<file path="src/rtl/mem_req_ctrl_pkg.sv">
// Shared types for the MEM-stage data-memory controller: memop encoding, FSM state,
// and the memop-to-byte-count helper used by lane alignment and the misalign check.
package mem_req_ctrl_pkg;

  localparam int unsigned TmoCntW = 9;

  typedef enum logic [2:0] {
    MEM_NO = 3'd0,
    MEM_B  = 3'd1,
    MEM_H  = 3'd2,
    MEM_W  = 3'd3,
    MEM_D  = 3'd4,
    MEM_UB = 3'd5,
    MEM_UH = 3'd6,
    MEM_UW = 3'd7
  } memop_e;

  typedef enum logic [1:0] {
    IDLE,
    REQ,
    WAIT,
    DONE
  } mem_state_t;

  function automatic logic [3:0] memop_bytes(logic [2:0] op);
    logic [3:0] nb;
    case (op)
      MEM_D:          nb = 4'd8;
      MEM_W, MEM_UW:  nb = 4'd4;
      MEM_H, MEM_UH:  nb = 4'd2;
      MEM_B, MEM_UB:  nb = 4'd1;
      default:        nb = 4'd0;
    endcase
    return nb;
  endfunction

  // Byte counts are powers of two, so the remainder is just the low offset bits.
  function automatic logic is_misaligned(logic [2:0] shift, logic [2:0] op);
    logic [3:0] nb;
    nb = memop_bytes(op);
    return (({1'b0, shift} & (nb - 4'd1)) != 4'd0);
  endfunction

endpackage

</file>
<file path="src/rtl/mem_req_ctrl_if.sv">
// Data-memory bus: request (valid/ready with address, write data and byte mask)
// plus the read-response channel.
interface mem_req_ctrl_if;
  logic        mem_req_valid;
  logic        mem_req_ready;
  logic [63:0] mem_addr;
  logic        mem_wen;
  logic [63:0] mem_wdata;
  logic [7:0]  mem_wmask;
  logic        mem_resp_valid;
  logic [63:0] mem_resp_data;

  modport master (
    output mem_req_valid, mem_addr, mem_wen, mem_wdata, mem_wmask,
    input  mem_req_ready, mem_resp_valid, mem_resp_data
  );

  modport slave (
    input  mem_req_valid, mem_addr, mem_wen, mem_wdata, mem_wmask,
    output mem_req_ready, mem_resp_valid, mem_resp_data
  );
endinterface

</file>
<file path="src/rtl/mem_lane_align.sv">
// Places LSB-justified store data and its byte mask onto the lanes of the aligned
// 64-bit memory word.
module mem_lane_align
  import mem_req_ctrl_pkg::*;
(
  input  logic [2:0]  memop_i,
  input  logic [2:0]  shift_i,
  input  logic [63:0] wdata_i,
  output logic [63:0] wdata_o,
  output logic [7:0]  wmask_o
);

  always_comb begin
    wdata_o = wdata_i << {shift_i, 3'b000};
    // Lanes past byte 7 fall off when an access straddles the word.
    wmask_o = 8'(((16'd1 << memop_bytes(memop_i)) - 16'd1) << shift_i);
  end

endmodule

</file>
<file path="src/rtl/mem_req_ctrl.sv">
// MEM-stage data-memory controller: latches one load/store, runs the request and
// response handshakes, stalls the pipeline meanwhile and retires with a one-cycle pulse.
// Optional feature: define MISALIGN_TRAP_EN to trap misaligned accesses without a request.
module mem_req_ctrl
  import mem_req_ctrl_pkg::*;
#(
  parameter int unsigned TIMEOUT_CYC = 256
) (
  input  logic                  clk,
  input  logic                  rst,
  input  logic                  re_mem,
  input  logic                  we_mem,
  input  logic [63:0]           addr,
  input  logic [2:0]            memop,
  input  logic [63:0]           wdata,
  output logic                  stall,
  output logic                  rdata_valid,
  output logic [63:0]           rdata_raw,
  output logic [2:0]            shift,
  output logic [2:0]            memop_o,
  output logic                  err,
  mem_req_ctrl_if.master        mem
);

  localparam logic [TmoCntW-1:0] TmoLast = TmoCntW'(TIMEOUT_CYC - 1);

  mem_state_t         state_q, state_d;
  logic [63:0]        addr_q, addr_d;
  logic [63:0]        wdata_q, wdata_d;
  logic [63:0]        rdata_q, rdata_d;
  logic [2:0]         memop_q, memop_d;
  logic               store_q, store_d;
  logic               err_q, err_d;
  logic [TmoCntW-1:0] cnt_q, cnt_d;

  logic        accept, misalign, store_hs, load_hs, resp_hit, tmo_hit;
  logic [63:0] lane_wdata;
  logic [7:0]  lane_wmask;

  assign accept = (re_mem | we_mem) && (memop != MEM_NO);

`ifdef MISALIGN_TRAP_EN
  assign misalign = is_misaligned(addr[2:0], memop);
`else
  assign misalign = 1'b0;
`endif

  assign store_hs = (state_q == REQ) && mem.mem_req_ready && store_q;
  assign load_hs  = (state_q == REQ) && mem.mem_req_ready && !store_q;
  assign resp_hit = (state_q == WAIT) && mem.mem_resp_valid;
  // A completion landing on the last budget cycle wins over the abort.
  assign tmo_hit  = ((state_q == REQ) || (state_q == WAIT)) && (cnt_q == TmoLast) &&
                    !store_hs && !resp_hit;

  mem_lane_align u_lane_align (
    .memop_i (memop_q),
    .shift_i (addr_q[2:0]),
    .wdata_i (wdata_q),
    .wdata_o (lane_wdata),
    .wmask_o (lane_wmask)
  );

  always_ff @(posedge clk or negedge rst) begin
    if (!rst) begin
      state_q <= IDLE;
      addr_q  <= '0;
      wdata_q <= '0;
      rdata_q <= '0;
      memop_q <= '0;
      store_q <= 1'b0;
      err_q   <= 1'b0;
      cnt_q   <= '0;
    end else begin
      state_q <= state_d;
      addr_q  <= addr_d;
      wdata_q <= wdata_d;
      rdata_q <= rdata_d;
      memop_q <= memop_d;
      store_q <= store_d;
      err_q   <= err_d;
      cnt_q   <= cnt_d;
    end
  end

  always_comb begin
    state_d = state_q;
    unique case (state_q)
      IDLE:    if (accept) state_d = misalign ? DONE : REQ;
      REQ: begin
        if (store_hs || tmo_hit) state_d = DONE;
        else if (load_hs)        state_d = WAIT;
      end
      WAIT:    if (resp_hit || tmo_hit) state_d = DONE;
      DONE:    state_d = IDLE;
      default: state_d = IDLE;
    endcase
  end

  always_comb begin
    addr_d  = addr_q;
    wdata_d = wdata_q;
    rdata_d = rdata_q;
    memop_d = memop_q;
    store_d = store_q;
    err_d   = err_q;
    cnt_d   = cnt_q;
    if ((state_q == IDLE) && accept) begin
      addr_d  = addr;
      wdata_d = wdata;
      memop_d = memop;
      store_d = we_mem;
      rdata_d = '0;
      err_d   = misalign;
      cnt_d   = '0;
    end else if ((state_q == REQ) || (state_q == WAIT)) begin
      cnt_d = cnt_q + 1'b1;
      if (resp_hit) rdata_d = mem.mem_resp_data;
      if (tmo_hit)  err_d   = 1'b1;
    end
  end

  always_comb begin
    stall             = 1'b0;
    rdata_valid       = 1'b0;
    rdata_raw         = '0;
    shift             = '0;
    memop_o           = '0;
    err               = 1'b0;
    mem.mem_req_valid = 1'b0;
    mem.mem_addr      = '0;
    mem.mem_wen       = 1'b0;
    mem.mem_wdata     = '0;
    mem.mem_wmask     = '0;
    unique case (state_q)
      // Gated by reset so every output is quiet while reset is held.
      IDLE: stall = rst & (re_mem | we_mem);
      REQ: begin
        stall             = 1'b1;
        mem.mem_req_valid = 1'b1;
        mem.mem_addr      = {addr_q[63:3], 3'b000};
        mem.mem_wen       = store_q;
        mem.mem_wdata     = lane_wdata;
        mem.mem_wmask     = lane_wmask;
      end
      WAIT: stall = 1'b1;
      DONE: begin
        rdata_valid = 1'b1;
        rdata_raw   = rdata_q;
        shift       = addr_q[2:0];
        memop_o     = memop_q;
        err         = err_q;
      end
      default: ;
    endcase
  end

endmodule

</file>
<file path="src/flat_wrapper.sv">
// flat-port wrapper written by rule: the top's interface ports become plain ports
module mem_req_ctrl_flat import mem_req_ctrl_pkg::*;
#(
  parameter int unsigned TIMEOUT_CYC = 256
)
  (clk, rst, re_mem, we_mem, addr, memop, wdata, stall, rdata_valid, rdata_raw, shift, memop_o, err, mem_mem_req_valid, mem_mem_addr, mem_mem_wen, mem_mem_wdata, mem_mem_wmask, mem_mem_req_ready, mem_mem_resp_valid, mem_mem_resp_data);
  mem_req_ctrl_if mem_i ();
  input  logic clk;
  input  logic rst;
  input  logic re_mem;
  input  logic we_mem;
  input  logic [63:0] addr;
  input  logic [2:0] memop;
  input  logic [63:0] wdata;
  output logic stall;
  output logic rdata_valid;
  output logic [63:0] rdata_raw;
  output logic [2:0] shift;
  output logic [2:0] memop_o;
  output logic err;
  output wire logic [$bits(mem_i.mem_req_valid)-1:0] mem_mem_req_valid;
  output wire logic [$bits(mem_i.mem_addr)-1:0] mem_mem_addr;
  output wire logic [$bits(mem_i.mem_wen)-1:0] mem_mem_wen;
  output wire logic [$bits(mem_i.mem_wdata)-1:0] mem_mem_wdata;
  output wire logic [$bits(mem_i.mem_wmask)-1:0] mem_mem_wmask;
  input wire logic [$bits(mem_i.mem_req_ready)-1:0] mem_mem_req_ready;
  input wire logic [$bits(mem_i.mem_resp_valid)-1:0] mem_mem_resp_valid;
  input wire logic [$bits(mem_i.mem_resp_data)-1:0] mem_mem_resp_data;
  assign mem_mem_req_valid = mem_i.mem_req_valid;
  assign mem_mem_addr = mem_i.mem_addr;
  assign mem_mem_wen = mem_i.mem_wen;
  assign mem_mem_wdata = mem_i.mem_wdata;
  assign mem_mem_wmask = mem_i.mem_wmask;
  assign mem_i.mem_req_ready = mem_mem_req_ready;
  assign mem_i.mem_resp_valid = mem_mem_resp_valid;
  assign mem_i.mem_resp_data = mem_mem_resp_data;
  mem_req_ctrl #(.TIMEOUT_CYC(TIMEOUT_CYC)) u_core (.clk(clk), .rst(rst), .re_mem(re_mem), .we_mem(we_mem), .addr(addr), .memop(memop), .wdata(wdata), .stall(stall), .rdata_valid(rdata_valid), .rdata_raw(rdata_raw), .shift(shift), .memop_o(memop_o), .err(err), .mem(mem_i));
endmodule
</file>
<file path="config.mk">
export PLATFORM = sky130hd
export DESIGN_NAME = mem_req_ctrl_flat
export DESIGN_NICKNAME = d
export VERILOG_FILES = /design/src/rtl/mem_req_ctrl_pkg.sv /design/src/rtl/mem_req_ctrl_if.sv /design/src/rtl/mem_lane_align.sv /design/src/rtl/mem_req_ctrl.sv /design/src/flat_wrapper.sv
export SDC_FILE = /design/constraint.sdc
export NUM_CORES = 1
export LEC_CHECK = 0
export ABC_AREA = 1
export CAP_MARGIN = 20
export CORE_UTILIZATION = 45
export CTS_BUF_LIST = sky130_fd_sc_hd__clkbuf_8
export DETAILED_ROUTE_END_ITERATION = 12
export PLACE_DENSITY = 0.8
export SLEW_MARGIN = 20
export SYNTH_ARGS = -nofsm -noshare
export SYNTH_HDL_FRONTEND = slang
export SYNTH_SLANG_ARGS = --single-unit
</file>
<file path="constraint.sdc">
create_clock -name clk -period 3.4 [get_ports clk]
set_input_delay 0.68 -clock clk [delete_from_list [all_inputs] [get_ports clk]]
set_output_delay 0.68 -clock clk [all_outputs]
set_load 0.02 [all_outputs]
</file>
==> impl_results.md <==
* Flops & latches, synth at between 200 and 250
* Worst hold margin at around 0.064 ns
* Final Hold Viols at 0
* Placed cell areas at between 15000 and 20000 um2
* Core area at around 25000 um2
* Mapped Area at between 10000 and 15000 um2
* Number of global-route vias before repair at roughly 12000
* Later-pin clock latency in the skew report at 0.53 ns
* Final cycle utilization of the critical path at 96.5%
* Die footprint at ~27000 um2
* Starting DRT DRC Count at about 1400
* Htree depth at 2
* Fin nets at about 2300
* Final setup fails at 0
* Deepest clock path buffer count at 3
* Critical Path AT at ~2.6 ns
* Largest net degree at the start of global routing at approximately 120
* Synth Flop Type: dfrtp_1
* P_int at roughly 8.6 mW
* Startpoint type of the worst setup path: flop
* Distinct cells, synth at 30
* 1st-pass router iterations at 6
* Die Span X at between 150 and 200 um
* Chip Height at 163 um
* Finished Cell Area at roughly 17000 um2
* Pleak at about 10 nW
* Via density at between 4 and 5
* DRC viols at 0
* Seq pwr share at between 20% and 30%
* Antenna viol nets, final at 0
* Sw Pwr at about 7.5 mW
* Slowest Stage Delay on Critical Path at roughly 0.40 ns
* Slew HR at 42.5%
* R2r setup slk at ~0.96 ns
* CP cell instances: inv_2, ha_1, nand2_1, nand2_2, ha_4, inv_1, ha_1, or2_2, nand2_1, nand2_1, nand3_1, nand2_1, buf_2
* Total GRT Usage at around 28%
* Max cap viols at 0
* Area grow syn2layout at 45.5%
* Cell repeated most along the worst path: nand2_1
* Post-Layout Cell Count at 2438
* Global placer's final weighted congestion at 1.01
* Worst hold path class: in -> async
* CP bufs+invs at 3
* Data required time at the worst endpoint at 2.72 ns
* Worst Skew at around 0.036 ns
* Grt total ovfl at 0
* RR Startpoint: u_core.state_q[0]
* WP depth at 13
* CTS tree: built
* Crit. Startpoint: u_core.memop_q[0]
* Fmax at roughly 300 MHz
* CP top delay family: simple AND/OR/NAND/NOR gates
* TritonCTS Buffers at 37
* Syn Inst Count at ~1700
* Syn Area/Cell at a little under 7 um2
* Critical path's slowest cell: dfrtp_1
* Post-CTS Hold Buffers at 0
* Worst-path clk slew at around 0.060 ns
* Clk root buf: clkbuf_8
* Max Slew Vio Count at 0
* Register area share after synthesis at ~45%
* CTS sink cnt at roughly 210
* Layout cells sized above 1 at under 10%
* Drt total wl at between 30 and 40 mm
* WL/cell at around 16 um
* Worst Reg-to-Reg Cells at 9
* Crit Reg-Reg Endpoint: u_core.rdata_q[59]
* Post-synth ARST share at 100%
* Placed wire-length estimate at between 20 and 30 mm
* Power Dens Cells at 946 nW/um2
* Vias at 12100
* Part of the power in the clock network at roughly 16%
* Initial antenna violation count at 1
* Placed Cells at between 2000 and 2500
* Logic pwr share at between 50 and 60%
* Worst slew pin tran at 0.862 ns
* Status: completed
* Post-synth EDFFs at 0
* CP Capture Type: primary output
* Switching part of the total power at between 40% and 50%
* Synthesis Warnings at 0
* First-pass GRT wire length at 59.2 mm
* # rows at 58
* Final min period at about 3.3 ns
* Fillers at 2169
* Setup CP Type: reg -> out
* Worst-path maximum fanout at 3
* ANT cells at 0
* Worst setup path end: mem_mem_wmask[7]
* Worst VDD drop at 0.463 mV
* Num ports at 412
* Initial Util at between 40% and 50%
* PortBufs at just over 400
flip-flops by register name, summed over array words and instances (netlist names):
register        cells
u_core.addr_q      64
u_core.store_q      1
u_core.err_q        1
u_core.wdata_q     64
u_core.memop_q      3
u_core.state_q      2
u_core.cnt_q        9
u_core.rdata_q     64
cell families (layout without fill, tap and decap cells):
group                    count (synthesis)  after routing  synth area share [%]
adder cells (fa/ha/maj)                 16             16                  1.71
flip-flops                             208            208                  44.6
multiplexers                            31             31                  2.66
buffers and inverters                  410            813                  14.0
AND/OR/NAND/NOR                        875            875                  29.3
AO/OA/AOI/OAI                          160            160                  7.64
XOR/XNOR                                 2              2                 0.150
other                                    1              3                0.0321
cells in the mapped netlist (2+ instances only):
cell type | count | share of area [%]
o21ai_0 | 81 | 3.5
buf_2 | 49 | 2.1
clkbuf_1 | 36 | 1.2
buf_6 | 2 | 0.19
nand3_1 | 77 | 3.3
nand2_1 | 674 | 22
buf_4 | 5 | 0.32
nor2_1 | 113 | 3.6
buf_1 | 11 | 0.35
or2_2 | 4 | 0.21
nor3_1 | 2 | 0.086
ha_1 | 16 | 1.7
mux2i_1 | 31 | 2.7
inv_1 | 303 | 9.7
a21oi_1 | 10 | 0.43
dfrtp_1 | 208 | 45
a31oi_1 | 66 | 3.5
inv_2 | 3 | 0.096
worst reg2reg max path: stages (launching register included):
cell     delay, ns
dfrtp_1       0.43
inv_1         0.11
ha_1          0.43
inv_1         0.18
o21ai_4       0.39
buf_16        0.24
buf_12        0.24
nor2_1        0.08
a31oi_1       0.17
inv_1         0.07
cell type report:
| type | count | area (um2) | area share [%] |
|---|---|---|---|
| flip-flops and latches | 208 | 5210 | 30.6 |
| clock buffers | 49 | 674 | 3.97 |
| inverters | 306 | 1160 | 6.82 |
| clock inverters | 17 | 155 | 0.913 |
| well taps | 330 | 413 | 2.43 |
| multi-input cells | 1087 | 4900 | 28.8 |
| repair buffers | 441 | 4490 | 26.4 |
per-stage QoR:
stage	power [mW]	setup slack, ns	utilization, %	setup TNS, ns
after floorplan	9.92	0.472	-	0
after global placement	13.1	0.109	63.2	0
after detailed placement	13.3	0.0457	63.2	0
after CTS	15.9	-0.101	66.5	-0.806
after global routing	17.3	-0.00764	67.1	-0.0138
final	16.1	0.120	67.1	0
layer usage:
| layer | track usage (%) | up-vias | part of all wire (%) |
|---|---|---|---|
| li1 | - | 5844 | - |
| met1 | 34.5 | 5491 | 38 |
| met2 | 46.2 | 597 | 47 |
| met3 | 7.31 | 134 | 9.4 |
| met4 | 14.5 | 2 | 5.2 |
| met5 | 0 | - | 0.045 |
placed cells by master, fill, tap and decap left out, drive strengths merged:
cell type | netlist | routed
nor3b | 1 | 1
clkdlybuf4s50 | 0 | 359
clkinvlp | 0 | 3
mux2i | 31 | 31
a21oi | 10 | 10
clkbuf | 37 | 50
or2 | 5 | 5
clkinv | 0 | 4
clkdlybuf4s15 | 0 | 1
o21ai | 82 | 82
dlygate4sd2 | 0 | 18
bufinv | 0 | 3
nand4 | 1 | 1
nor2 | 113 | 113
inv | 306 | 313
and3 | 1 | 1
conb | 1 | 3
xnor2 | 1 | 1
xor2 | 1 | 1
o22ai | 1 | 1
dfrtp | 208 | 208
nand2 | 674 | 674
buf | 67 | 38
nor3 | 2 | 2
ha | 16 | 16
a31o | 1 | 1
a31oi | 66 | 66
dlymetal6s2s | 0 | 24
nand3 | 78 | 78
what timing repair did:
action / CTS / global route
gates resized for setup: 48 / 44
setup buffers: 1 / 4
cloned: 0 / 0
endpoints found under the hold margin: 0 / 0
pin swaps: 0 / 0
endpoints found under the setup margin: 106 / 109
worst min-delay path by stage:
stage	start	end	slack, ns	depth (start not counted)
final	rst	u_core.wdata_q[4]	0.06	1
after global routing	rst	u_core.wdata_q[6]	0.06	1
after CTS	rst	u_core.wdata_q[6]	0.03	1
after detailed placement	u_core.cnt_q[7]	u_core.cnt_q[7]	0.46	1
after global placement	u_core.cnt_q[7]	u_core.cnt_q[7]	0.45	1
after floorplan	rst	u_core.addr_q[0]	0.38	0
power by group through the flow:
stage	sequential, mW	clock (mW)	combinational [mW]
floorplan	4.17	0	5.75
global placement	4.33	0	8.76
detailed placement	4.38	0	8.93
CTS	4.37	2.64	8.91
global route	4.52	2.76	9.99
finish	4.40	2.59	9.09
(Power assumes the default switching activity.)
